==> config.mk <==
export PLATFORM = sky130hd
export DESIGN_NAME = cb_cfg_loader
export DESIGN_NICKNAME = d
export VERILOG_FILES = /design/src/rtl/cb_cfg_loader.sv
export SDC_FILE = /design/constraint.sdc
export NUM_CORES = 1
export LEC_CHECK = 0
export CORE_MARGIN = 1
export CORE_UTILIZATION = 45
export CTS_CLUSTER_SIZE = 30
export DETAILED_ROUTE_END_ITERATION = 8
export PLACE_DENSITY = 0.67
export SLEW_MARGIN = 20
export SYNTH_ARGS = -nofsm -noshare
export SYNTH_HDL_FRONTEND = slang
export SYNTH_SLANG_ARGS = --single-unit
export TNS_END_PERCENT = 1
==> constraint.sdc <==
create_clock -name clk -period 9.31 [get_ports clk]
set_clock_uncertainty 0.1 [all_clocks]
set_input_delay 2.3275 -clock clk [delete_from_list [all_inputs] [get_ports clk]]
set_output_delay 2.3275 -clock clk [all_outputs]
set_load 0.05 [all_outputs]
==> src/rtl/cb_cfg_loader.sv <==
// Purpose : framed, checksummed config writer for a column of connection boxes.
// Latency : checksum byte accepted at edge k -> cfg_out/done (or err) update at edge k+2.
// Backpress: s_ready is a function of state only; low for the single COMMIT/ERROR cycle.
//
// Ports:
//   clk, rst       clock; asynchronous active-high reset
//   s_data/s_valid/s_ready  byte stream, transfer on s_valid && s_ready
//   cfg_out        active config, CB i uses cfg_out[i*CFG_W +: CFG_W]
//   cfg_loaded     at least one frame committed since reset
//   done / err     one-cycle pulses on commit / checksum mismatch
//   busy           a frame is in progress
module cb_cfg_loader #(
   parameter int          CFG_W  = 10,
   parameter int          NUM_CB = 4,
   parameter logic [7:0]  SYNC   = 8'hA5
) (
   input  logic                      clk,
   input  logic                      rst,
   input  logic [7:0]                s_data,
   input  logic                      s_valid,
   output logic                      s_ready,
   output logic [CFG_W*NUM_CB-1:0]   cfg_out,
   output logic                      cfg_loaded,
   output logic                      done,
   output logic                      err,
   output logic                      busy
);

   localparam int TOTAL  = CFG_W * NUM_CB;
   localparam int NBYTES = (TOTAL + 7) / 8;
   localparam int SH_W   = 8 * NBYTES;
   localparam int CNT_W  = $clog2(NBYTES + 1);

   typedef enum logic [2:0] {
      ST_SYNC,
      ST_PAYLOAD,
      ST_CHECK,
      ST_COMMIT,
      ST_ERROR
   } state_t;

   state_t             state_q, state_d;
   logic [CNT_W-1:0]   cnt_q, cnt_d;
   logic [7:0]         xor_q, xor_d;
   logic [SH_W-1:0]    shadow_q, shadow_d;
   logic [TOTAL-1:0]   cfg_q;
   logic               loaded_q;
   logic               done_q, err_q;
   logic               commit_pend_q, err_pend_q;
   logic               rdy_en_q;
   logic               accept;

   // Padding bits above TOTAL are checksummed but never reach cfg_out.
   if (SH_W > TOTAL) begin : g_pad
      logic unused_pad;
      assign unused_pad = ^shadow_q[SH_W-1:TOTAL];
   end

   // rdy_en_q holds s_ready low while in reset and for the edge that releases it.
   assign s_ready = rdy_en_q && ((state_q == ST_SYNC) || (state_q == ST_PAYLOAD) ||
                                 (state_q == ST_CHECK));
   assign accept  = s_valid && s_ready;
   assign busy    = (state_q != ST_SYNC);

   assign cfg_out    = cfg_q;
   assign cfg_loaded = loaded_q;
   assign done       = done_q;
   assign err        = err_q;

   always_comb begin
      state_d  = state_q;
      cnt_d    = cnt_q;
      xor_d    = xor_q;
      shadow_d = shadow_q;
      case (state_q)
         ST_SYNC: begin
            if (accept && (s_data == SYNC)) begin
               state_d = ST_PAYLOAD;
               cnt_d   = '0;
               xor_d   = '0;
            end
         end
         ST_PAYLOAD: begin
            // SYNC-valued bytes are plain data here; no resync.
            if (accept) begin
               for (int j = 0; j < NBYTES; j++) begin
                  if (cnt_q == CNT_W'(j)) shadow_d[8*j +: 8] = s_data;
               end
               xor_d = xor_q ^ s_data;
               cnt_d = cnt_q + CNT_W'(1);
               if (cnt_q == CNT_W'(NBYTES - 1)) state_d = ST_CHECK;
            end
         end
         ST_CHECK: begin
            if (accept) state_d = (s_data == xor_q) ? ST_COMMIT : ST_ERROR;
         end
         ST_COMMIT: state_d = ST_SYNC;
         ST_ERROR:  state_d = ST_SYNC;
         default:   state_d = ST_SYNC;
      endcase
   end

   always_ff @(posedge clk or posedge rst) begin
      if (rst) begin
         state_q       <= ST_SYNC;
         cnt_q         <= '0;
         xor_q         <= '0;
         shadow_q      <= '0;
         cfg_q         <= '0;
         loaded_q      <= 1'b0;
         done_q        <= 1'b0;
         err_q         <= 1'b0;
         commit_pend_q <= 1'b0;
         err_pend_q    <= 1'b0;
         rdy_en_q      <= 1'b0;
      end else begin
         state_q       <= state_d;
         cnt_q         <= cnt_d;
         xor_q         <= xor_d;
         shadow_q      <= shadow_d;
         rdy_en_q      <= 1'b1;
         // One pipeline stage after COMMIT/ERROR puts the result at k+2.
         // The shadow cannot change before then: the earliest next payload
         // byte lands at k+3.
         commit_pend_q <= (state_q == ST_COMMIT);
         err_pend_q    <= (state_q == ST_ERROR);
         done_q        <= commit_pend_q;
         err_q         <= err_pend_q;
         if (commit_pend_q) begin
            cfg_q    <= shadow_q[TOTAL-1:0];
            loaded_q <= 1'b1;
         end
      end
   end

endmodule

# --- Yosys cells after proc, flatten, opt, wreduce, memory -nomap -nowiden ---
# Index checks and enable logic that the tools add are counted.
op_classes:
  multipliers: 0
  n_shift: 0
  div: 0
  reduce_logical: 16
  eq_ne: 14
  muxes: 12
  magnitude_cmp: 0
  n_bitwise: 1
  add_sub_neg: 1
ops:
  columns: ["cell", "count"]
  rows:
  - ["$mux W3", 7]
  - ["$reduce_and A3 Y1", 6]
  - ["$mux W8", 2]
  - ["$pmux W8 S2", 1]
  - ["$eq A3 B2 Y1 const B", 4]
  - ["$pmux W3 S3", 1]
  - ["$eq A8 B8 Y1", 1]
  - ["$eq A8 B8 Y1 const B", 1]
  - ["$xor A8 B8 Y8", 1]
  - ["$eq A3 B1 Y1 const B", 2]
  - ["$eq A3 B3 Y1 const B", 2]
  - ["$logic_not A3 Y1", 2]
  - ["$pmux W3 S2", 1]
  - ["$ne A2 B1 Y1 const B", 2]
  - ["$ne A2 B2 Y1 const B", 2]
  - ["$reduce_and A4 Y1", 1]
  - ["$add A3 B1 Y3 const B", 1]
  - ["$logic_and A1 B1 Y1", 3]
  - ["$reduce_bool A3 Y1", 1]
  - ["$logic_or A1 B1 Y1", 2]
  - ["$reduce_bool A2 Y1", 1]
totals:
  in_bits: 11
  latch_bits: 0
  rom_bits: 0
  mem_count: 0
  ff_bits: 100
  mem_bits_rw: 0
  output_inout_bits: 45
  word_cells: 59

# --- Depth between registers and ports, before layout ---
# Gate-level depths: netlist of run 1.
depth:
  ltp_word: 8
  ltp_mapped: 7
  ltp_nobuf: 6

# --- Worst setup path after synthesis of run 1 ---
# OpenSTA, ideal clock, no wires.
synth_path:
  path_kind: "input to register"
  from: "input port s_valid"
  to: "register shadow_q[16]"
  t_required_ns: 9.085
  path_slack_ns: 5.584
  setup_time_ns: 0.125
  stages: 7
  t_arrival_ns: 3.501
  path_buffers: 3
  path_cell_list: "and3b_1 -> buf_6 -> and3_4 -> buf_6 -> and3_4 -> buf_6 -> mux2_4"
synth_via:
  elab_chain_cells: 2
synth_rtl:
  columns: ["element", "line_no", "text"]
  rows:
  - ["start: declaration", "20", "input logic s_valid,"]
  - ["$logic_and A1 B1 Y1", "62", "assign accept = s_valid && s_ready;"]
  - ["$reduce_and A3 Y1 (no source line)", null, null]
  - ["end signal: assignment", "120", "shadow_q <= shadow_d;"]
  - ["end: declaration", "45", "logic [SH_W-1:0] shadow_q, shadow_d;"]
# Every way passes these cells.
# A chain may end at the register's enable or synchronous reset.

# --- Worst setup path in the final report of run 1 ---
layout_path:
  from: "register state_q[0]"
  to: "output port busy"
layout_via:
  elab_chain_cells: 1
layout_rtl:
  columns: ["element", "line_no", "text"]
  rows:
  - ["start: declaration", "42", "state_t state_q, state_d;"]
  - ["start signal: assignment", "117", "state_q <= state_d;"]
  - ["$reduce_bool A3 Y1", "63", "assign busy = (state_q != ST_SYNC);"]
  - ["end: declaration", "26", "output logic busy"]
# Every way passes these cells.

==> flow_summary_export.csv, run 1 <==
group,metric,value,unit
global_route,grt_usage,17.20,%
cts,numCtsBuffers,9,
finish,num-fill-cells,741,
drt,drcViolationCount,14,
floorplanning,ios,56,
floorplanning,fp-row-count,34,
cts,ctsResizeCount,0,
place,dp_hpwl,4888,um
worst_setup_path,cp-end-kind,"output pin",
logic_synthesis,synthArstFlopShare,100.0,%
finish,drive_gt1_share,33.43,%
logic_synthesis,synth_compound_area_share,4.146,%
global_route,grt_pass1_wl,12670,um
sta,fin_tns_setup,0,ns
logic_synthesis,synth-edff-count,0,
cts,h-tree-depth,3,
drt,via_count,2368,
sta,hold_ws,0.2559,ns
finish,antennaDiodeCount,0,
finish,finalNonFillerCells,446,
sta,rsz0062_at_grt,"no",
drt,vias_per_cell,5.309,
sta,max_freq,221.6,MHz
finish,fin_area,4933,sq um
cts,cts_root_buffer,"clkbuf_8",
drt,drt_first_iter_violations,152,
sta,finalHoldViolations,0,
logic_synthesis,synth_top_family_by_area,"multiplexers",
power,p_leak,2.342,nW
place,place_congestion,0.7837,
power,ir_drop,0.09619,mV
drt,dr.pass1.iters,8,
outcome,status,"complete, but fails checks",
run,max_cap_violations,0,
floorplanning,start_util,46.95,%
cts,hold_buffers,0,
power,power.density,173.3,nW/um^2
floorplanning,die_y,97.85,um
global_route,grt_pass1_vias,2312,
logic_synthesis,yosysTopAreaCell,"dfrtp_1",
place,dpl.cell_count,430,
logic_synthesis,ys_seq_area_share,60.53,%
place,placed_area,4730,sq um
floorplanning,dieArea,9574,sq um
worst_setup_path,worstPathMaxFanout,8,
global_route,antenna_found_initial,0,
logic_synthesis,synthSimpleGateAreaFrac,6.174,%
sta,setup_viol,0,
logic_synthesis,synth_adder_area_share,1.513,%
logic_synthesis,yosysMostFrequentCell,"dfrtp_1",
drt,wire_per_inst,17.15,um
sta,relSlewSlack,36.15,%
global_route,grt_max_degree,89,
worst_setup_path,path_cells,"or3_2, clkdlybuf4s50_1",
logic_synthesis,synthTopCellsByArea,"dfrtp_1 61%, mux2_2 20%, mux2_4 2.9%",
cts,clkSinkCount,100,
drt,drtAntennaViolNets,0,
logic_synthesis,yosys.cell_types.count,41,
logic_synthesis,ys_warn_count,0,
worst_setup_path,cp_slowest_cell,"clkdlybuf4s50_1",
logic_synthesis,synth_top_area_share,60.53,%
outcome,violations,"design-rule violations",
logic_synthesis,ys.flop_type,"dfrtp_1",
floorplanning,core_area,8806,sq um
drt,wl,7651,um
worst_setup_path,slowest_delay,0.72,ns
cts,cts_tree,"yes",
worst_setup_path,crit_required,6.88,ns
place,portBuffers,55,
logic_synthesis,syn_avg_cell_area,14.45,sq um
cts,cts.path.max_buffers,2,
finish,fin_nets,349,
cts,clock_latency,0.35,ns
sta,worst_pin_slew,0.9578,ns
logic_synthesis,synth-seq-cells,100,
sta,drv_slew,0,
logic_synthesis,syn_area,4134,sq um
power,power.total,0.0008551,W
cts,clk_pin_slew_worst_paths,0.10,ns
logic_synthesis,synthMuxAreaShare,22.76,%
worst_setup_path,critical_path_class,"flop to output pin",
logic_synthesis,syn_inst,286,
sta,post-route-period-util,48.48,%
global_route,overflow,0,
sta,finalCriticalPeriod,4.514,ns
logic_synthesis,synth_common_cells,"100 x dfrtp_1, 72 x mux2_2, 11 x clkbuf_1, 9 x a21oi_1",
worst_setup_path,cp-start-kind,"flop",
logic_synthesis,syn-num-nets,302,
floorplanning,die_w,97.85,um
cts,cts_setup_buffers,0,
logic_synthesis,synth-xor-area-share,1.695,%
min_path,hp-class,"flop to flop",
finish,area_growth,19.34,%
worst_setup_path,crit_arrival,2.09,ns
==> worst max-delay path: cells and delay by family (launching register included) <==
family | cells | cell delay [ns]
buffers and inverters | 1 | 0.72
DFF | 1 | 0.46
and+or+nand+nor | 1 | 0.55
==> stage by stage <==
stage | utilization, % | worst slack (ns)
after floorplan | - | 4.264
after global placement | 53.71 | 4.974
after detailed placement | 53.71 | 4.963
after CTS | 55.98 | 4.771
after global routing | 56.02 | 4.719
final | 56.02 | 4.796
==> area by class of cell <==
type	instances	area [sq um]	area share, %
flip-flops and latches	100	2504	50.75
clock inverters	7	76.32	1.547
repair buffers	56	561.8	11.39
well taps	108	135.1	2.739
multi-input cells	159	1504	30.48
inverters	7	28.78	0.5833
clock buffers	9	123.9	2.511
==> logic make-up after synthesis <==
kind of cell / after synthesis
compound gates: 27
xor+xnor: 8
fa+ha+maj: 5
buf+inv: 27
flops: 100
mux: 81
other cells: 1
simple gates: 37
==> path summary, 6_finish.rpt <==
check                      slack [ns]  cells after the start                  endpoint                   start
setup / recovery                 4.80                      2                      busy  state_q[0]$_DFFE_PP0P_
min in group asynchronous        2.12                      2   cfg_out[10]$_DFFE_PP0P_                     rst
max in group asynchronous        5.95                      3   commit_pend_q$_DFF_PP0_                     rst
hold / removal                   0.26                      0             err$_DFF_PP0_    err_pend_q$_DFF_PP0_
setup reg to reg                 6.76                      3  shadow_q[34]$_DFFE_PP0P_  state_q[0]$_DFFE_PP0P_
hold reg to reg                  0.26                      0             err$_DFF_PP0_    err_pend_q$_DFF_PP0_
==> placed cells by master (no fill, tap or decap), types with 3 or more instances in the layout <==
master	n
a31oi_1	7
a21oi_1	9
nand2b_1	7
clkbuf_8	9
nor2_1	3
xor2_1	8
nand2_1	5
dfrtp_1	99
mux2_4	8
and3_2	3
ha_1	5
inv_1	6
clkdlybuf4s50_1	55
mux2_2	72
==> registers in the layout, indices dropped and copies added (netlist names) <==
register       flops
cfg_out           40
shadow_q          40
xor_q              8
cnt_q              3
state_q            3
cfg_loaded         1
commit_pend_q      1
done               1
err                1
err_pend_q         1
rdy_en_q           1
==> metal layers <==
layer / global-route usage (%) / wire [um] / up-vias
li1: - / - / 1099
met4: 5.944 / 44 / 0
met1: 26.31 / 3871 / 1200
met2: 24.70 / 3443 / 62
met5: 0 / 0 / -
met3: 2.935 / 291 / 7
==> where the power goes <==
part / leakage [nW] / switching, W / total (W) / internal, W
Sequential: 1.37 / 0.0000213 / 0.000480 / 0.000459
Combinational: 0.877 / 0.0000565 / 0.0000985 / 0.0000420
Clock: 0.0958 / 0.000151 / 0.000276 / 0.000126
Note: power is estimated with default switching activity, not from simulation.
==> run 2, diff against run 1 <==
--- a/config.mk
+++ b/config.mk
@@ -9,7 +9,7 @@
 export CORE_UTILIZATION = 45
 export CTS_CLUSTER_SIZE = 30
 export DETAILED_ROUTE_END_ITERATION = 8
-export PLACE_DENSITY = 0.67
+export PLACE_DENSITY = 0.7
 export SLEW_MARGIN = 20
 export SYNTH_ARGS = -nofsm -noshare
 export SYNTH_HDL_FRONTEND = slang
==> constraint.sdc (replaced) <==
create_clock -name clk -period 3.85 [get_ports clk]
set_clock_uncertainty 0.1 [all_clocks]
set_input_delay 0.9625 -clock clk [delete_from_list [all_inputs] [get_ports clk]]
set_output_delay 0.9625 -clock clk [all_outputs]
set_load 0.05 [all_outputs]
==> flow_summary_export.csv, run 2 (synthesized netlist as in run 1, its figures left out) <==
group,metric,value,unit
outcome,status,"complete, but fails checks",
outcome,violations,"design-rule violations",
power,ir_drop,0.1851,mV
cts,hold_buffers,0,
drt,drcViolationCount,6,
place,dp_hpwl,5061,um
sta,finalHoldViolations,0,
drt,vias_per_cell,5.321,
sta,max_freq,316.9,MHz
worst_setup_path,cp-start-kind,"flop",
drt,drtAntennaViolNets,0,
finish,area_growth,20.01,%
cts,clk_pin_slew_worst_paths,0.09,ns
finish,fin_nets,352,
run,max_cap_violations,0,
min_path,hp-class,"flop to flop",
global_route,antenna_found_initial,0,
worst_setup_path,crit_arrival,2.09,ns
cts,cts_root_buffer,"clkbuf_8",
worst_setup_path,slowest_delay,0.72,ns
place,portBuffers,55,
drt,wl,7721,um
floorplanning,ios,56,
cts,h-tree-depth,3,
global_route,grt_usage,18.01,%
global_route,overflow,0,
sta,post-route-period-util,81.95,%
cts,numCtsBuffers,9,
cts,ctsResizeCount,0,
sta,relSlewSlack,37.37,%
worst_setup_path,crit_path_start,"state_q[0]$_DFFE_PP0P_",
worst_setup_path,cp_slowest_cell,"clkdlybuf4s50_1",
worst_setup_path,rr_startpoint,"state_q[0]$_DFFE_PP0P_",
worst_setup_path,critical_path_class,"flop to output pin",
worst_setup_path,reg2reg_slack,1.32,ns
worst_setup_path,crit_end,"busy",
finish,num-fill-cells,732,
floorplanning,die_y,97.85,um
worst_setup_path,r2r.worst_path.cells,3,
worst_setup_path,path_cells,"or3_2, clkdlybuf4s50_1",
worst_setup_path,crit_required,2.79,ns
drt,drt_first_iter_violations,124,
cts,cts_setup_buffers,0,
floorplanning,core_area,8806,sq um
finish,drive_gt1_share,33.72,%
global_route,grt_pass1_wl,13320,um
power,power.density,418.5,nW/um^2
sta,rsz0062_at_grt,"no",
drt,wire_per_inst,17.20,um
cts,cts_tree,"yes",
global_route,grt_pass1_vias,2513,
sta,finalCriticalPeriod,3.155,ns
power,power.total,0.002076,W
drt,via_count,2389,
floorplanning,dieArea,9574,sq um
finish,final_common_cell,"dfrtp_1",
sta,worst_pin_slew,0.9395,ns
sta,hold_ws,0.2631,ns
finish,antennaDiodeCount,0,
sta,drv_slew,0,
place,place_congestion,0.8099,
power,p_leak,2.362,nW
floorplanning,fp-row-count,34,
sta,setup_viol,0,
min_path,hold_depth,0,
floorplanning,die_w,97.85,um
worst_setup_path,worstPathMaxFanout,8,
floorplanning,start_util,46.95,%
global_route,grt_max_degree,57,
finish,layout_common_cells,"99 x dfrtp_1, 72 x mux2_2, 55 x clkdlybuf4s50_1",
sta,fin_tns_setup,0,ns
worst_setup_path,cp-end-kind,"output pin",
worst_setup_path,reg2reg_to,"shadow_q[33]$_DFFE_PP0P_",
cts,clock_latency,0.36,ns
drt,dr.pass1.iters,8,
cts,cts.path.max_buffers,2,
cts,clkSinkCount,100,
==> run 2: cell types whose count changed in the layout (fill, tap and decap cells not counted), sizes merged <==
cell,delta
inv,+2
clkinv,-2
buf,+3
clkbuf,+1
clkinvlp,-1
==> run 2: cell type report <==
| cell class | instances | area [sq um] | share of cell area (%) |
|---|---|---|---|
| timing repair buffer | 59 | 593.1 | 11.95 |
| multi-input combinational | 159 | 1504 | 30.32 |
| sequential | 100 | 2504 | 50.47 |
| tap | 108 | 135.1 | 2.724 |
| inverter | 7 | 28.78 | 0.5801 |
| clock inverter | 6 | 68.82 | 1.387 |
| clock buffer | 10 | 127.6 | 2.573 |
==> run 2: worst min-delay path by stage <==
stage                    startpoint       endpoint
2_1_floorplan  err_pend_q$_DFF_PP0_  err$_DFF_PP0_
3_3_place_gp   err_pend_q$_DFF_PP0_  err$_DFF_PP0_
3_5_place_dp   err_pend_q$_DFF_PP0_  err$_DFF_PP0_
4_1_cts        err_pend_q$_DFF_PP0_  err$_DFF_PP0_
5_1_grt        err_pend_q$_DFF_PP0_  err$_DFF_PP0_
6_report       err_pend_q$_DFF_PP0_  err$_DFF_PP0_
==> run 2: critical path, delay by kind of cell (launching register included) <==
kind                   cells  cell delay (ns)
and+or+nand+nor            1             0.55
DFF                        1             0.46
buffers and inverters      1             0.72
==> run 2: through the flow <==
stage               cell area (sq um)  setup slack, ns  instances  utilization, %
global route                     4961           0.6369        449           56.34
CTS                              4961           0.6748        449           56.34
detailed placement               4765           0.9147        433           54.11
global placement                 4765           0.9577        433           54.11
finish                           4961           0.6948        449           56.34
floorplan                        4134           0.1687        286               -
==> run 2: where the power goes <==
group          internal (W)  total [W]  switching [W]  leakage [nW]
Combinational      0.000104   0.000242       0.000138         0.895
Clock              0.000307   0.000674       0.000367        0.0977
Sequential          0.00111    0.00116      0.0000512          1.37
Total               0.00152    0.00208       0.000556          2.36
==> run 2: layer usage <==
layer  global-route usage [%]  wire, um  vias up
li1                         -         -     1100
met1                    25.25      3715     1227
met2                    27.84      3605       49
met3                    3.436       274       13
met4                    6.993       125        0
met5                        0         0        -
==> run 3, diff against run 2 <==
--- a/config.mk
+++ b/config.mk
@@ -9,7 +9,7 @@
 export CORE_UTILIZATION = 45
 export CTS_CLUSTER_SIZE = 30
 export DETAILED_ROUTE_END_ITERATION = 8
-export PLACE_DENSITY = 0.7
+export PLACE_DENSITY = 0.67
 export SLEW_MARGIN = 20
 export SYNTH_ARGS = -nofsm -noshare
 export SYNTH_HDL_FRONTEND = slang
==> constraint.sdc (replaced) <==
create_clock -name clk -period 3.1 [get_ports clk]
set_clock_uncertainty 0.1 [all_clocks]
set_input_delay 0.775 -clock clk [delete_from_list [all_inputs] [get_ports clk]]
set_output_delay 0.775 -clock clk [all_outputs]
set_load 0.05 [all_outputs]
==> flow_summary_export.csv, run 3 (synthesized netlist as in run 1, its figures left out) <==
group,metric,value,unit
outcome,status,"complete, but fails checks",
outcome,violations,"design-rule violations",
cts,ctsResizeCount,0,
worst_setup_path,cp_num_buf_inv,1,
worst_setup_path,cp_slowest_cell,"clkdlybuf4s50_1",
cts,clkSinkCount,100,
finish,fin_nets,361,
global_route,grt_usage,18.16,%
place,place_congestion,0.8181,
worst_setup_path,reg2reg_to,"shadow_q[5]$_DFFE_PP0P_",
drt,via_count,2417,
cts,cts.path.max_buffers,2,
power,switching_power,0.0006884,W
sta,finalHoldViolations,0,
sta,setup_viol,0,
power,intPower,0.002051,W
sta,post-route-period-util,95.67,%
finish,drive_gt1_share,35.71,%
finish,antennaDiodeCount,0,
sta,drv_slew,0,
floorplanning,fp-row-count,34,
sta,setup_slack,0.1342,ns
drt,wl,8035,um
power,power_frac_clock,35.6,%
sta,relSlewSlack,36.81,%
global_route,antenna_found_initial,0,
cts,numCtsBuffers,9,
drt,dr.pass1.iters,6,
floorplanning,dieArea,9574,sq um
finish,layout_common_cells,"99 x dfrtp_1, 72 x mux2_2, 55 x clkdlybuf4s50_1",
worst_setup_path,r2r.worst_path.cells,4,
place,placed_area,4833,sq um
worst_setup_path,cpLargestDelayFamily,"buffers and inverters",
global_route,grt_pass1_wl,13260,um
cts,clk_pin_slew_worst_paths,0.09,ns
worst_setup_path,rr_startpoint,"state_q[2]$_DFFE_PP0P_",
worst_setup_path,path_cells,"or3_2, clkdlybuf4s50_1",
worst_setup_path,worstPathMaxFanout,8,
worst_setup_path,crit_arrival,2.09,ns
place,portBuffers,55,
worst_setup_path,cp-start-kind,"flop",
drt,drt_first_iter_violations,117,
min_path,hold_start,"err_pend_q$_DFF_PP0_",
place,dp_slack,0.3627,ns
power,p_leak,2.420,nW
place,dpl.cell_count,442,
cts,cts_root_buffer,"clkbuf_8",
drt,vias_per_cell,5.277,
floorplanning,core_area,8806,sq um
drt,drtAntennaViolNets,0,
worst_setup_path,reg2reg_slack,1.06,ns
floorplanning,die_w,97.85,um
floorplanning,start_util,46.95,%
cts,clock_latency,0.36,ns
cts,hold_buffers,0,
global_route,grt_max_degree,44,
sta,finalCriticalPeriod,2.966,ns
finish,final_common_cell,"dfrtp_1",
sta,max_freq,337.2,MHz
floorplanning,die_y,97.85,um
power,netSwitchingFraction,25.13,%
worst_setup_path,critical_path_class,"flop to output pin",
cts,h-tree-depth,3,
sta,fin_tns_setup,0,ns
run,max_cap_violations,0,
min_path,hp-class,"flop to flop",
finish,finalNonFillerCells,458,
worst_setup_path,crit_required,2.22,ns
floorplanning,ios,56,
cts,cts_setup_buffers,0,
power,power.total,0.002739,W
sta,rsz0062_at_grt,"no",
min_path,hold_depth,0,
finish,num-fill-cells,715,
sta,worst_pin_slew,0.9478,ns
power,seqPwrFrac,52.6,%
drt,drcViolationCount,8,
power,power.density,540.1,nW/um^2
worst_setup_path,slowest_delay,0.72,ns
drt,wire_per_inst,17.54,um
global_route,grt_pass1_vias,2475,
global_route,overflow,0,
finish,fin_area,5072,sq um
worst_setup_path,cp-end-kind,"output pin",
power,ir_drop,0.2990,mV
min_path,hold_end,"err$_DFF_PP0_",
cts,cts_tree,"yes",
power,p_comb_share,11.8,%
place,dp_hpwl,5433,um
finish,area_growth,22.70,%
run 3: worst reg2reg max path: cells and delay by family (launching register included):
family / cells / cell delay, ns
flops: 1 / 0.47
mux: 1 / 0.37
simple gates: 3 / 0.97
run 3: power groups by stage:
stage               Combinational [W]  Clock, W  Sequential (W)
floorplan                    0.000229         0         0.00145
global placement             0.000318         0         0.00146
detailed placement           0.000327         0         0.00147
CTS                          0.000328   0.00101         0.00144
global route                 0.000366   0.00105         0.00145
finish                       0.000324  0.000974         0.00144
run 3: worst max-delay path by stage:
stage | startpoint | end | cells after the start
finish | state_q[0]$_DFFE_PP0P_ | busy | 2
global route | state_q[0]$_DFFE_PP0P_ | busy | 2
CTS | state_q[0]$_DFFE_PP0P_ | busy | 2
detailed placement | s_valid | shadow_q[12]$_DFFE_PP0P_ | 5
global placement | s_valid | shadow_q[2]$_DFFE_PP0P_ | 5
floorplan | s_valid | shadow_q[16]$_DFFE_PP0P_ | 7
run 3: per-stage QoR:
| step | hold slack, ns | utilization [%] |
|---|---|---|
| CTS | 0.2566 | 57.60 |
| floorplan | 0.2312 | - |
| finish | 0.2548 | 57.60 |
| detailed placement | 0.2347 | 54.89 |
| global placement | 0.2339 | 54.89 |
| global route | 0.2824 | 57.60 |
run 3: metal layers:
layer	vias to the layer above	track usage [%]	wire, um	share of wire, %
met4	0	5.944	103	1.3
li1	1117	-	-	-
met1	1238	25.13	3876	48
met5	-	0	0	0
met3	11	4.080	307	3.8
met2	51	28.49	3747	47
run 3: cell type report:
cell class / count / area (sq um) / share of cell area (%)
clock buffer: 9 / 123.9 / 2.442
clock inverter: 7 / 115.1 / 2.269
inverter: 7 / 30.03 / 0.5920
multi-input combinational: 159 / 1504 / 29.65
sequential: 100 / 2504 / 49.36
tap: 108 / 135.1 / 2.664
timing repair buffer: 68 / 660.6 / 13.02
